### config.mk
export PLATFORM = sky130hd
export DESIGN_NAME = mmio_console_flat
export DESIGN_NICKNAME = d
export VERILOG_FILES = /design/src/rtl/mmio_console_if.sv /design/src/rtl/mmio_console.sv /design/src/flat_wrapper.sv
export SDC_FILE = /design/constraint.sdc
export NUM_CORES = 1
export LEC_CHECK = 0
export BUFFER_PORTS_ARGS = -buffer_cell sky130_fd_sc_hd__buf_2
export CAP_MARGIN = 25
export CORE_MARGIN = 8
export CORE_UTILIZATION = 45
export DETAILED_ROUTE_END_ITERATION = 10
export PLACE_DENSITY = 0.73
export SLEW_MARGIN = 20
export SYNTH_ARGS = -nofsm -noshare
export SYNTH_HDL_FRONTEND = slang
export SYNTH_SLANG_ARGS = --single-unit
### constraint.sdc
create_clock -name clk -period 7.41 [get_ports clk]
set_clock_uncertainty 0.05 [all_clocks]
set_input_delay 0.3705 -clock clk [delete_from_list [all_inputs] [get_ports clk]]
set_output_delay 0.3705 -clock clk [all_outputs]
set_load 0.05 [all_outputs]
### src/rtl/mmio_console_if.sv
// CPU data-port and PDU byte-stream signals of the memory-mapped console.
// Handshakes: TX byte moves on a cycle with tx_valid && tx_accept; RX byte moves on a cycle with rx_valid && rx_ready.
interface mmio_console_if;
    logic [31:0] cpu_addr;
    logic        cpu_we;
    logic [31:0] cpu_wdata;
    logic [31:0] cpu_rdata;
    logic        tx_valid;
    logic [7:0]  tx_data;
    logic        tx_accept;
    logic        rx_valid;
    logic [7:0]  rx_data;
    logic        rx_ready;

    modport slave (
        input  cpu_addr, cpu_we, cpu_wdata, tx_accept, rx_valid, rx_data,
        output cpu_rdata, tx_valid, tx_data, rx_ready
    );

    modport master (
        output cpu_addr, cpu_we, cpu_wdata, tx_accept, rx_valid, rx_data,
        input  cpu_rdata, tx_valid, tx_data, rx_ready
    );
endinterface

### src/rtl/mmio_console.sv
// Console peripheral: TX and RX byte FIFOs with sticky overflow flags plus an LED register,
// polled by the CPU through a small register window.
module mmio_console #(
    parameter int          DEPTH = 8,
    parameter logic [31:0] BASE  = 32'hFFFF0000
) (
    input  logic             clk,
    input  logic             rst,
    mmio_console_if.slave    bus,
    output logic [7:0]       led
);
    localparam int AW = $clog2(DEPTH);
    localparam int CW = AW + 1;
    localparam logic [CW-1:0] FULL_CNT = CW'(DEPTH);
    localparam logic [CW-1:0] CNT_ONE  = 1;
    localparam logic [AW-1:0] PTR_ONE  = 1;

    // Registers occupy only the first 32 bytes of the window; higher offsets are unmapped.
    logic       sel;
    logic [2:0] off;
    assign sel = (bus.cpu_addr[31:16] == BASE[31:16]) && (bus.cpu_addr[15:5] == 11'd0);
    assign off = bus.cpu_addr[4:2];

    logic unused_bits;
    assign unused_bits = ^{bus.cpu_addr[1:0], bus.cpu_wdata[31:8]};

    logic wr_txdata, wr_txstat, wr_rxpop, wr_rxstat, wr_led;
    assign wr_txdata = bus.cpu_we && sel && (off == 3'd0);
    assign wr_txstat = bus.cpu_we && sel && (off == 3'd1);
    assign wr_rxpop  = bus.cpu_we && sel && (off == 3'd3);
    assign wr_rxstat = bus.cpu_we && sel && (off == 3'd4);
    assign wr_led    = bus.cpu_we && sel && (off == 3'd5);

    logic [7:0]    tx_mem [DEPTH];
    logic [AW-1:0] tx_wp, tx_rp;
    logic [CW-1:0] tx_cnt;
    logic          tx_ovf, tx_full, tx_empty, tx_push, tx_pop;

    logic [7:0]    rx_mem [DEPTH];
    logic [AW-1:0] rx_wp, rx_rp;
    logic [CW-1:0] rx_cnt;
    logic          rx_ovf, rx_full, rx_empty, rx_push, rx_pop;

    assign tx_full  = (tx_cnt == FULL_CNT);
    assign tx_empty = (tx_cnt == '0);
    assign tx_push  = wr_txdata && !tx_full;
    assign tx_pop   = !tx_empty && bus.tx_accept;

    assign rx_full  = (rx_cnt == FULL_CNT);
    assign rx_empty = (rx_cnt == '0);
    assign rx_push  = bus.rx_valid && !rx_full;
    assign rx_pop   = wr_rxpop && !rx_empty;

    assign bus.tx_valid = !tx_empty;
    assign bus.tx_data  = tx_empty ? 8'h00 : tx_mem[tx_rp];
    assign bus.rx_ready = !rx_full;

    always_ff @(posedge clk) begin
        if (tx_push) tx_mem[tx_wp] <= bus.cpu_wdata[7:0];
        if (rx_push) rx_mem[rx_wp] <= bus.rx_data;
    end

    always_ff @(posedge clk or posedge rst) begin
        if (rst) begin
            tx_wp  <= '0;
            tx_rp  <= '0;
            tx_cnt <= '0;
            tx_ovf <= 1'b0;
        end else begin
            if (tx_push) tx_wp <= tx_wp + PTR_ONE;
            if (tx_pop)  tx_rp <= tx_rp + PTR_ONE;
            case ({tx_push, tx_pop})
                2'b10:   tx_cnt <= tx_cnt + CNT_ONE;
                2'b01:   tx_cnt <= tx_cnt - CNT_ONE;
                default: tx_cnt <= tx_cnt;
            endcase
            // A write to a full FIFO is lost even if the PDU drains a byte in the same cycle.
            if (wr_txdata && tx_full) tx_ovf <= 1'b1;
            else if (wr_txstat)       tx_ovf <= 1'b0;
        end
    end

    always_ff @(posedge clk or posedge rst) begin
        if (rst) begin
            rx_wp  <= '0;
            rx_rp  <= '0;
            rx_cnt <= '0;
            rx_ovf <= 1'b0;
        end else begin
            if (rx_push) rx_wp <= rx_wp + PTR_ONE;
            if (rx_pop)  rx_rp <= rx_rp + PTR_ONE;
            case ({rx_push, rx_pop})
                2'b10:   rx_cnt <= rx_cnt + CNT_ONE;
                2'b01:   rx_cnt <= rx_cnt - CNT_ONE;
                default: rx_cnt <= rx_cnt;
            endcase
            // Set wins over clear so an overflow in the clearing cycle is not missed.
            if (bus.rx_valid && rx_full) rx_ovf <= 1'b1;
            else if (wr_rxstat)          rx_ovf <= 1'b0;
        end
    end

    always_ff @(posedge clk or posedge rst) begin
        if (rst)         led <= 8'h00;
        else if (wr_led) led <= bus.cpu_wdata[7:0];
    end

    logic [7:0] rx_head;
    assign rx_head = rx_empty ? 8'h00 : rx_mem[rx_rp];

    always_comb begin
        bus.cpu_rdata = 32'h0;
        if (sel) begin
            case (off)
                3'd1:    bus.cpu_rdata = {16'b0, 8'(tx_cnt), 5'b0, tx_ovf, tx_empty, tx_full};
                3'd2:    bus.cpu_rdata = {!rx_empty, 23'b0, rx_head};
                3'd4:    bus.cpu_rdata = {16'b0, 8'(rx_cnt), 5'b0, rx_ovf, rx_empty, rx_full};
                3'd5:    bus.cpu_rdata = {24'b0, led};
                default: bus.cpu_rdata = 32'h0;
            endcase
        end
    end
endmodule
### src/flat_wrapper.sv
// flat-port wrapper written by rule: the top's interface ports become plain ports
module mmio_console_flat 
#(
    parameter int          DEPTH = 8,
    parameter logic [31:0] BASE  = 32'hFFFF0000
)
  (clk, rst, led, bus_cpu_addr, bus_cpu_we, bus_cpu_wdata, bus_tx_accept, bus_rx_valid, bus_rx_data, bus_cpu_rdata, bus_tx_valid, bus_tx_data, bus_rx_ready);
  mmio_console_if bus_i ();
  input  logic clk;
  input  logic rst;
  output logic [7:0] led;
  input wire logic [$bits(bus_i.cpu_addr)-1:0] bus_cpu_addr;
  input wire logic [$bits(bus_i.cpu_we)-1:0] bus_cpu_we;
  input wire logic [$bits(bus_i.cpu_wdata)-1:0] bus_cpu_wdata;
  input wire logic [$bits(bus_i.tx_accept)-1:0] bus_tx_accept;
  input wire logic [$bits(bus_i.rx_valid)-1:0] bus_rx_valid;
  input wire logic [$bits(bus_i.rx_data)-1:0] bus_rx_data;
  output wire logic [$bits(bus_i.cpu_rdata)-1:0] bus_cpu_rdata;
  output wire logic [$bits(bus_i.tx_valid)-1:0] bus_tx_valid;
  output wire logic [$bits(bus_i.tx_data)-1:0] bus_tx_data;
  output wire logic [$bits(bus_i.rx_ready)-1:0] bus_rx_ready;
  assign bus_i.cpu_addr = bus_cpu_addr;
  assign bus_i.cpu_we = bus_cpu_we;
  assign bus_i.cpu_wdata = bus_cpu_wdata;
  assign bus_i.tx_accept = bus_tx_accept;
  assign bus_i.rx_valid = bus_rx_valid;
  assign bus_i.rx_data = bus_rx_data;
  assign bus_cpu_rdata = bus_i.cpu_rdata;
  assign bus_tx_valid = bus_i.tx_valid;
  assign bus_tx_data = bus_i.tx_data;
  assign bus_rx_ready = bus_i.rx_ready;
  mmio_console #(.DEPTH(DEPTH), .BASE(BASE)) u_core (.clk(clk), .rst(rst), .bus(bus_i), .led(led));
endmodule
==> results of run 1 <==
## per-layer routing
metal	track usage	vias up	share of wire
li1	-	1812	-
met1	0.160	2007	0.39
met2	0.272	107	0.55
met3	0.0361	16	0.047
met4	0.0633	0	0.015
met5	0	-	0
## synthesized netlist by cell type (all sizes together), types with 2 or more instances
master	number
a21o	2
a21oi	7
a22oi	11
and2	3
and3	2
and3b	2
buf	30
clkbuf	11
dfrtp	30
edfxtp	128
ha	10
inv	6
mux2	23
mux2i	8
mux4	32
nand2	15
nand2b	3
nand3	9
nand4	7
nor2	26
nor2b	5
nor3	14
nor4	4
nor4b	2
o21ai	2
xnor2	9
xor2	9
## cell families after synthesis
logic type | after synthesis | synth area share
compound gates | 28 | 0.0274
mux | 63 | 0.151
buf+inv | 47 | 0.0404
fa+ha+maj | 10 | 0.0178
other cells | 1 | 0.000534
simple gates | 102 | 0.0864
flops | 158 | 0.654
xor+xnor | 18 | 0.0224
## power by group through the flow
stage | sequential [mW] | combinational (mW) | clock (mW)
6_report | 0.960 | 0.0600 | 0.840
2_1_floorplan | 0.979 | 0.0430 | 0
3_3_place_gp | 0.978 | 0.0562 | 0
3_5_place_dp | 0.978 | 0.0591 | 0
4_1_cts | 0.960 | 0.0600 | 0.851
5_1_grt | 0.959 | 0.0651 | 0.887
## per-stage QoR
stage          cells  hold slack (ps)  setup slack, ps
2_1_floorplan    445              411             4390
3_3_place_gp     679              425             3790
3_5_place_dp     684              433             3950
4_1_cts          717              134             4080
5_1_grt          718              154             3960
6_report         718              146             4110
## cell usage in the layout, fill, tap and decap left out, types with 3 or more instances in the layout
| cell type | instances |
|---|---|
| a21oi_1 | 7 |
| a22oi_1 | 11 |
| and2_1 | 3 |
| buf_2 | 84 |
| buf_4 | 7 |
| clkbuf_1 | 3 |
| clkbuf_16 | 19 |
| clkinv_2 | 4 |
| conb_1 | 19 |
| dfrtp_1 | 30 |
| edfxtp_1 | 128 |
| ha_1 | 10 |
| inv_1 | 6 |
| mux2_2 | 23 |
| mux2i_1 | 8 |
| mux4_2 | 32 |
| nand2_1 | 15 |
| nand2b_1 | 3 |
| nand3_1 | 9 |
| nand4_1 | 5 |
| nor2_1 | 26 |
| nor2b_1 | 5 |
| nor3_1 | 12 |
| xnor2_1 | 9 |
| xor2_1 | 9 |
## area by class of cell
cell class	count	area, um2	area share
Sequential cell	158	4590	0.562
Multi-Input combinational cell	240	2220	0.271
Timing Repair Buffer	94	526	0.0643
Clock buffer	23	500	0.0612
Tap cell	188	235	0.0288
Clock inverter	9	80.1	0.00979
Inverter	6	22.5	0.00275
## final timing paths
kind,slack (ps),endpoint,cells after the start,from
min in group asynchronous,530,u_core.tx_cnt[2],4,rst
max in group asynchronous,6470,u_core.led[0],4,rst
max reg2reg,4500,u_core.tx_cnt[2],10,u_core.tx_cnt[1]
min reg2reg,480,u_core.rx_ovf,1,u_core.rx_ovf
min,150,u_core.rx_ovf,2,bus_rx_valid
max,4110,bus_cpu_rdata[0],6,bus_cpu_addr[9]
## state kept, by name, indices dropped and copies added, names as in the netlist
name           cells
u_core.led         8
u_core.rx_cnt      4
u_core.rx_mem     64
u_core.rx_ovf      1
u_core.rx_rp       3
u_core.rx_wp       3
u_core.tx_cnt      4
u_core.tx_mem     64
u_core.tx_ovf      1
u_core.tx_rp       3
u_core.tx_wp       3
## repair_timing
item	4_1_cts	5_1_grt
endpoints found under the hold margin	29	0
resized for setup	0	0
setup buffers	0	0
hold buffers	1	0
==> impl_metrics.csv, run 1 <==
group,metric,value,unit
worst_setup_path,critPathTopFamily,"simple AND/OR/NAND/NOR gates",
route,final_antenna_net_count,0,
power,p_clk_frac,0.452,
worst_hold_path,hp-class,"input pin to flip-flop",
worst_setup_path,cp_common_cell,"buf_2",
route,vias,3942,
power,p_seq_frac,0.516,
global_route,grt.total_usage,0.149,
worst_setup_path,path_class,"input pin to primary output",
power,peakVddDrop,151,uV
route,drt_wl_total,14.4,mm
logic_synthesis,synth_ff_type,"edfxtp_1",
sta,rsz0062_at_grt,"false",
sta,drv_slew,0,
worst_setup_path,crit_chain,"buf_2, or4_1, nor3_2, nand3_1, a21oi_1, buf_2",
worst_setup_path,critPathMaxStageDelay,760,ps
cts,cts_tree,"built",
global_route,grt_pass1_vias,4178,
logic_synthesis,synth_area,7020,um2
layout,fill_cells,1203,
cts,clkSlewWorstSetupHoldPaths,60,ps
logic_synthesis,synth_seq_cells,158,
global_route,antenna_found_initial,0,
cts,htreeDepth,4,
route,dr.first_iter.drc_count,334,
sta,finalSetupViolCount,0,
global_route,grt-ovfl-total,0,
worst_setup_path,critPathArrivalTime,2880,ps
die,rows,45,
power,finalPower,1.86,mW
die,core,15200,um2
logic_synthesis,synth_area_leader_cell,"edfxtp_1",
sta,timing.slew.headroom,0.368,
placement,dpl_cell_area,7580,um2
worst_setup_path,path_buf_inv,2,
global_route,grt_pass1_wl,22.6,mm
layout,fin_util,0.538,
sta,min_period,3300,ps
layout,syn2layout_area_growth,16.4,%
cts,numClockSinks,158,
die,die_height,141,um
sta,hold_violations,0,
route,vias_per_cell,5.49,
worst_setup_path,cp-end-kind,"primary output",
layout,fin_area,8180,um2
die,fp.dieW,141,um
placement,gp_congestion,0.853,
power,p_switching,0.375,mW
worst_setup_path,crit_slowest_cell,"nor3_2",
power,power_frac_comb,0.032,
logic_synthesis,synth_edf_count,128,
layout,diodes,0,
sta,max_slew.worst_pin.slew,944,ps
logic_synthesis,syn_avg_cell_area,16.5,um2
cts,root_buffer,"clkbuf_16",
run_status,status,"completed",
logic_synthesis,netlist.area_leader.share,0.547,
power,p_int,1.48,mW
worst_setup_path,required,6990,ps
worst_setup_path,worstPathMaxFanout,12,
cts,clk_latency,420,ps
die,die-area,19900,um2
power,p_per_area,227,nW/um2
die,initial_core_util,0.462,
die,ios,127,
sta,layout_worst_path_cycle_share,0.446,
power,swShare,0.202,
route,wire_per_inst,20.0,um
logic_synthesis,synthTopCellsByArea,"edfxtp_1 (55%), dfrtp_1 (11%), mux4_2 (10%)",
placement,place.port_buffers,81,
job,maxCapViolCount,0,
logic_synthesis,yosys.cell_types.count,52,
global_route,grt_max_degree,31,
worst_setup_path,startpoint_type,"input pin",
logic_synthesis,synth-seq-area-share,0.654,
cts,cts_buffer_depth,2,
placement,hpwl,10.0,mm
layout,final_nets,604,
sta,max_freq,303,MHz
logic_synthesis,synth_cells,427,
sta,tns,0,ps
power,power_leakage,3.09,nW
layout,drive_gt1_frac,0.357,
logic_synthesis,ys_warn_count,0,
logic_synthesis,async_flop_share,0.190,
route,drc_errors,0,
route,drtPass1Iterations,4,
cts,cts_inserted_buffers,17,
Power figures use the tool's default switching activity.
==> run 2, diff against run 1 <==
- clock period: 7.41 -> 3.3 ns (I/O delays scaled with it)
==> run 2 against run 1 <==
Against the previous run:
- die area unchanged
- critical endpoint is now u_core.rx_cnt[2]
- first-iteration DRC count is 16% lower
- count of clock-buffer cells in the layout decreased by 6
- cell area up 2.4%
- total power increased by 120%
- flip-flop and latch count unchanged
- combinational power rose to 2.5 times the previous value
- largest cell class unchanged
- highest routed layer unchanged
- register-to-register slack worse by 4100 ps
- critical path depth grew 5
- core utilization is 1.3 points higher
- sequential share of layout area is 1.3 points lower
==> impl_metrics.csv, run 2 (synthesized netlist as in run 1, its figures left out) <==
group,metric,value,unit
run_status,status,"completed",
sta,max_slew.worst_pin.slew,869,ps
job,maxCapViolCount,0,
cts,clk_latency,420,ps
cts,numClockSinks,158,
worst_setup_path,required,3550,ps
route,drtPass1Iterations,4,
sta,rsz0062_at_grt,"false",
die,ios,127,
sta,drv_slew,0,
worst_setup_path,critPathArrivalTime,3120,ps
route,vias,3998,
power,peakVddDrop,461,uV
route,wire_per_inst,19.3,um
cts,cts_tree,"built",
layout,final_common_cell,"edfxtp_1",
route,final_antenna_net_count,0,
sta,hold_violations,0,
cts,cts_inserted_buffers,17,
die,die-area,19900,um2
sta,tns,0,ps
global_route,grt_pass1_vias,4227,
cts,post-cts-setup-buffer-count,0,
global_route,antenna_found_initial,0,
global_route,grt_pass1_wl,23.2,mm
route,drt_wl_total,14.4,mm
layout,biggestRegsByFlops,"u_core.rx_mem (64), u_core.tx_mem (64), u_core.led (8)",
layout,syn2layout_area_growth,19.2,%
worst_setup_path,startpoint_type,"flip-flop",
cts,cts_buffer_depth,2,
global_route,grt.total_usage,0.151,
placement,hpwl,9.98,mm
layout,drive_gt1_frac,0.360,
placement,pre_cts_slack,355,ps
layout,layout_common_cells,"edfxtp_1 (128), buf_2 (81), mux4_2 (32)",
worst_setup_path,path_class,"flip-flop to flip-flop",
placement,place.port_buffers,81,
sta,min_period,2870,ps
global_route,grt_max_degree,31,
route,drc_errors,0,
layout,fin_util,0.551,
cts,htreeDepth,4,
power,finalPower,4.16,mW
cts,ctsHoldBuffers,18,
cts,cts_resized,0,
layout,final_nets,630,
layout,diodes,0,
die,core,15200,um2
sta,timing.slew.headroom,0.418,
die,rows,45,
cts,root_buffer,"clkbuf_16",
worst_hold_path,hp-class,"input pin to flip-flop",
power,power_leakage,3.17,nW
placement,gp_congestion,0.872,
cts,clkSlewWorstSetupHoldPaths,60,ps
sta,layout_worst_path_cycle_share,0.870,
die,die_height,141,um
route,dr.first_iter.drc_count,281,
sta,max_freq,349,MHz
die,initial_core_util,0.462,
worst_setup_path,worstPathMaxFanout,7,
global_route,grt-ovfl-total,0,
sta,finalSetupViolCount,0,
die,fp.dieW,141,um
power,p_per_area,497,nW/um2
sta,setup_ws,431,ps
route,vias_per_cell,5.38,
worst_setup_path,cp-end-kind,"flip-flop",
-- run 2: cell count changes in the layout (fill, tap and decap cells not counted), sizes merged --
cell and change:
buf +9, clkbuf -6, clkinv -3, clkinvlp +5
dlygate4sd3 +17, inv +3
-- run 2: critical path: stages, from the launching register on --
cell	delay (ps)
dfrtp_1	470
nor4b_1	570
inv_1	130
and2_1	250
inv_1	140
ha_1	290
xor2_1	100
ha_1	200
a21oi_1	160
xor2_1	180
nor2_1	70
xor2_1	140
-- run 2: stage by stage --
stage / std cells / hold WS [ps] / instance area, um2
2_1_floorplan: 445 / 206 / 7090
3_3_place_gp: 694 / 216 / 7630
3_5_place_dp: 694 / 230 / 7630
4_1_cts: 743 / 122 / 8370
5_1_grt: 743 / 155 / 8380
6_report: 743 / 137 / 8380
-- run 2: final cells by class --
type | count | area (um2)
inverters | 6 | 22.5
clock buffers | 17 | 425
clock inverters | 14 | 136
fillers | 1172 | 6830
multi-input cells | 240 | 2220
well taps | 188 | 235
repair buffers | 120 | 743
flip-flops and latches | 158 | 4590
-- run 2: final timing paths --
path	from	end	slack [ps]	cells after the start
max in group asynchronous	rst	u_core.led[1]	2590	4
setup reg to reg	u_core.rx_cnt[0]	u_core.rx_cnt[2]	430	11
setup / recovery	u_core.rx_cnt[0]	u_core.rx_cnt[2]	430	11
hold reg to reg	u_core.rx_ovf	u_core.rx_ovf	480	1
hold / removal	bus_cpu_addr[6]	u_core.tx_wp[0]	140	5
min in group asynchronous	rst	u_core.tx_cnt[2]	310	4
-- run 2: routing by layer --
layer  part of all wire  track usage
met3              0.049       0.0452
met1               0.40        0.174
met2               0.53        0.267
met4              0.013       0.0441
met5                  0            0
-- run 2: power breakdown --
part           total [mW]  internal (mW)  switching [mW]
combinational       0.151         0.0463           0.105
clock                1.85           1.05           0.807
sequential           2.15           2.15    0.0000000109
==> run 3, diff against run 2 <==
--- a/config.mk
+++ b/config.mk
@@ -7,4 +7,6 @@
 export LEC_CHECK = 0
+export ABC_CLOCK_PERIOD_IN_PS = 3300
 export BUFFER_PORTS_ARGS = -buffer_cell sky130_fd_sc_hd__buf_2
 export CAP_MARGIN = 25
+export CORE_ASPECT_RATIO = 0.5
 export CORE_MARGIN = 8
--- a/constraint.sdc
+++ b/constraint.sdc
@@ -4,2 +4,2 @@
 set_output_delay 0.165 -clock clk [all_outputs]
-set_load 0.05 [all_outputs]
+set_load 0.01 [all_outputs]
==> run 3 against run 2 <==
Against the previous run:
- global-route usage decreased by 0.72 points
- non-clock buffer count decreased by 5
- core utilization decreased by 0.59 points
- die area increased by 1.2%
- cell area decreased by 0.21%
- setup slack improved by 69 ps
- routed wire length decreased by 1.9%
- critical endpoint is now bus_cpu_rdata[4]
- largest power group unchanged
- highest routed layer unchanged
==> impl_metrics.csv, run 3 (synthesized netlist as in run 1, its figures left out) <==
group,metric,value,unit
run_status,status,"completed",
cts,root_buffer,"clkbuf_16",
die,rows,32,
layout,final_common_cell,"edfxtp_1",
cts,cts_inserted_buffers,17,
power,power_leakage,3.17,nW
placement,place.port_buffers,81,
power,swShare,0.225,
power,p_per_area,494,nW/um2
power,finalPower,4.13,mW
route,final_antenna_net_count,0,
route,wire_per_inst,18.6,um
power,p_seq_frac,0.521,
global_route,grt.total_usage,0.144,
route,vias_per_cell,5.17,
power,p_int,3.20,mW
cts,numClockSinks,158,
route,drc_errors,0,
sta,holdWs,20.8,ps
sta,max_slew.worst_pin.slew,836,ps
job,maxCapViolCount,0,
sta,finalSetupViolCount,0,
die,die-area,20100,um2
placement,gp_congestion,0.812,
power,p_clk_frac,0.452,
cts,cts_buffer_depth,2,
cts,htreeDepth,4,
die,ios,127,
cts,post-cts-setup-buffer-count,0,
layout,drive_gt1_frac,0.361,
worst_setup_path,path_class,"flip-flop to primary output",
global_route,grt_pass1_wl,22.2,mm
sta,max_freq,357,MHz
route,drt_wl_total,14.1,mm
cts,cts_tree,"built",
worst_setup_path,worstPathMaxFanout,12,
global_route,grt-ovfl-total,0,
route,vias,3906,
sta,drv_slew,0,
global_route,antenna_found_initial,1,
die,fp.dieW,193,um
global_route,grt_pass1_vias,3969,
power,power_frac_comb,0.027,
sta,timing.slew.headroom,0.441,
layout,biggestRegsByFlops,"u_core.rx_mem (64), u_core.tx_mem (64), u_core.led (8)",
worst_setup_path,required,3080,ps
die,die_height,104,um
route,dr.first_iter.drc_count,260,
sta,rsz0062_at_grt,"false",
die,core,15300,um2
worst_setup_path,startpoint_type,"flip-flop",
power,peakVddDrop,342,uV
cts,clk_latency,420,ps
worst_hold_path,hp-class,"input pin to flip-flop",
worst_setup_path,cp-end-kind,"primary output",
sta,tns,0,ps
worst_setup_path,critPathArrivalTime,2590,ps
route,drtPass1Iterations,4,
global_route,grt_max_degree,31,
power,p_switching,0.930,mW
layout,syn2layout_area_growth,19.0,%
die,initial_core_util,0.458,
layout,layout_common_cells,"edfxtp_1 (128), buf_2 (81), mux4_2 (32)",
sta,layout_worst_path_cycle_share,0.849,
cts,clkSlewWorstSetupHoldPaths,70,ps
worst_setup_path,worst-r2r-setup-slack,570,ps
sta,min_period,2800,ps
sta,hold_violations,0,
layout,final_nets,625,
placement,hpwl,9.55,mm
-- run 3: changes by cell type in the layout (fill, tap and decap cells not counted), moves of 2 or more --
cell and delta:
dlygate4sd3_1 -5, inv_8 +4, clkinvlp_4 -3, clkinv_8 +2
-- run 3: critical path, stage by stage (launching register included) --
cell     delay, ps
dfrtp_1        760
buf_4          290
mux4_2         510
mux2_2         280
a22oi_1        130
nor2_1          50
buf_2          150
-- run 3: final timing paths --
check / start / to / cells past startpoint
min: bus_cpu_wdata[7] / u_core.tx_mem[6][7] / 1
min in group asynchronous: rst / u_core.tx_rp[2] / 4
min reg2reg: u_core.rx_ovf / u_core.rx_ovf / 1
max reg2reg: u_core.rx_cnt[0] / u_core.rx_cnt[2] / 11
max in group asynchronous: rst / u_core.led[7] / 4
max: u_core.rx_rp[1] / bus_cpu_rdata[4] / 6
-- run 3: final cells by class --
| cell class | instances | area [um2] |
|---|---|---|
| fill | 1179 | 6980 |
| sequential | 158 | 4590 |
| multi-input combinational | 240 | 2210 |
| timing repair buffer | 115 | 693 |
| clock buffer | 17 | 425 |
| tap | 204 | 255 |
| clock inverter | 15 | 151 |
| inverter | 6 | 22.5 |
| antenna | 1 | 2.50 |
-- run 3: power groups by stage --
stage | combinational, mW | clock [mW] | sequential [mW]
6_report | 0.111 | 1.87 | 2.15
5_1_grt | 0.122 | 1.99 | 2.15
4_1_cts | 0.110 | 1.90 | 2.15
3_5_place_dp | 0.0974 | 0 | 2.20
3_3_place_gp | 0.0932 | 0 | 2.20
2_1_floorplan | 0.0582 | 0 | 2.20
-- run 3: per-stage QoR --
stage | util | cells | area (um2) | setup WS [ps]
floorplan | - | 445 | 7090 | 618
global placement | 0.499 | 710 | 7650 | 478
detailed placement | 0.499 | 710 | 7650 | 472
CTS | 0.545 | 755 | 8360 | 441
global route | 0.545 | 756 | 8360 | 304
finish | 0.545 | 756 | 8360 | 499
-- run 3: what timing repair did --
action	CTS	global route
hold buffers	13	0
gates resized for setup	0	0
endpoints found under the hold margin	119	0
-- run 3: layer usage --
metal	share of wire	wire length (um)	vias up	GRT usage
li1	-	-	1845	-
met1	0.42	5900	1962	0.173
met2	0.52	7390	91	0.250
met3	0.049	694	8	0.0371
met4	0.0075	105	0	0.0450
met5	0	0	-	0
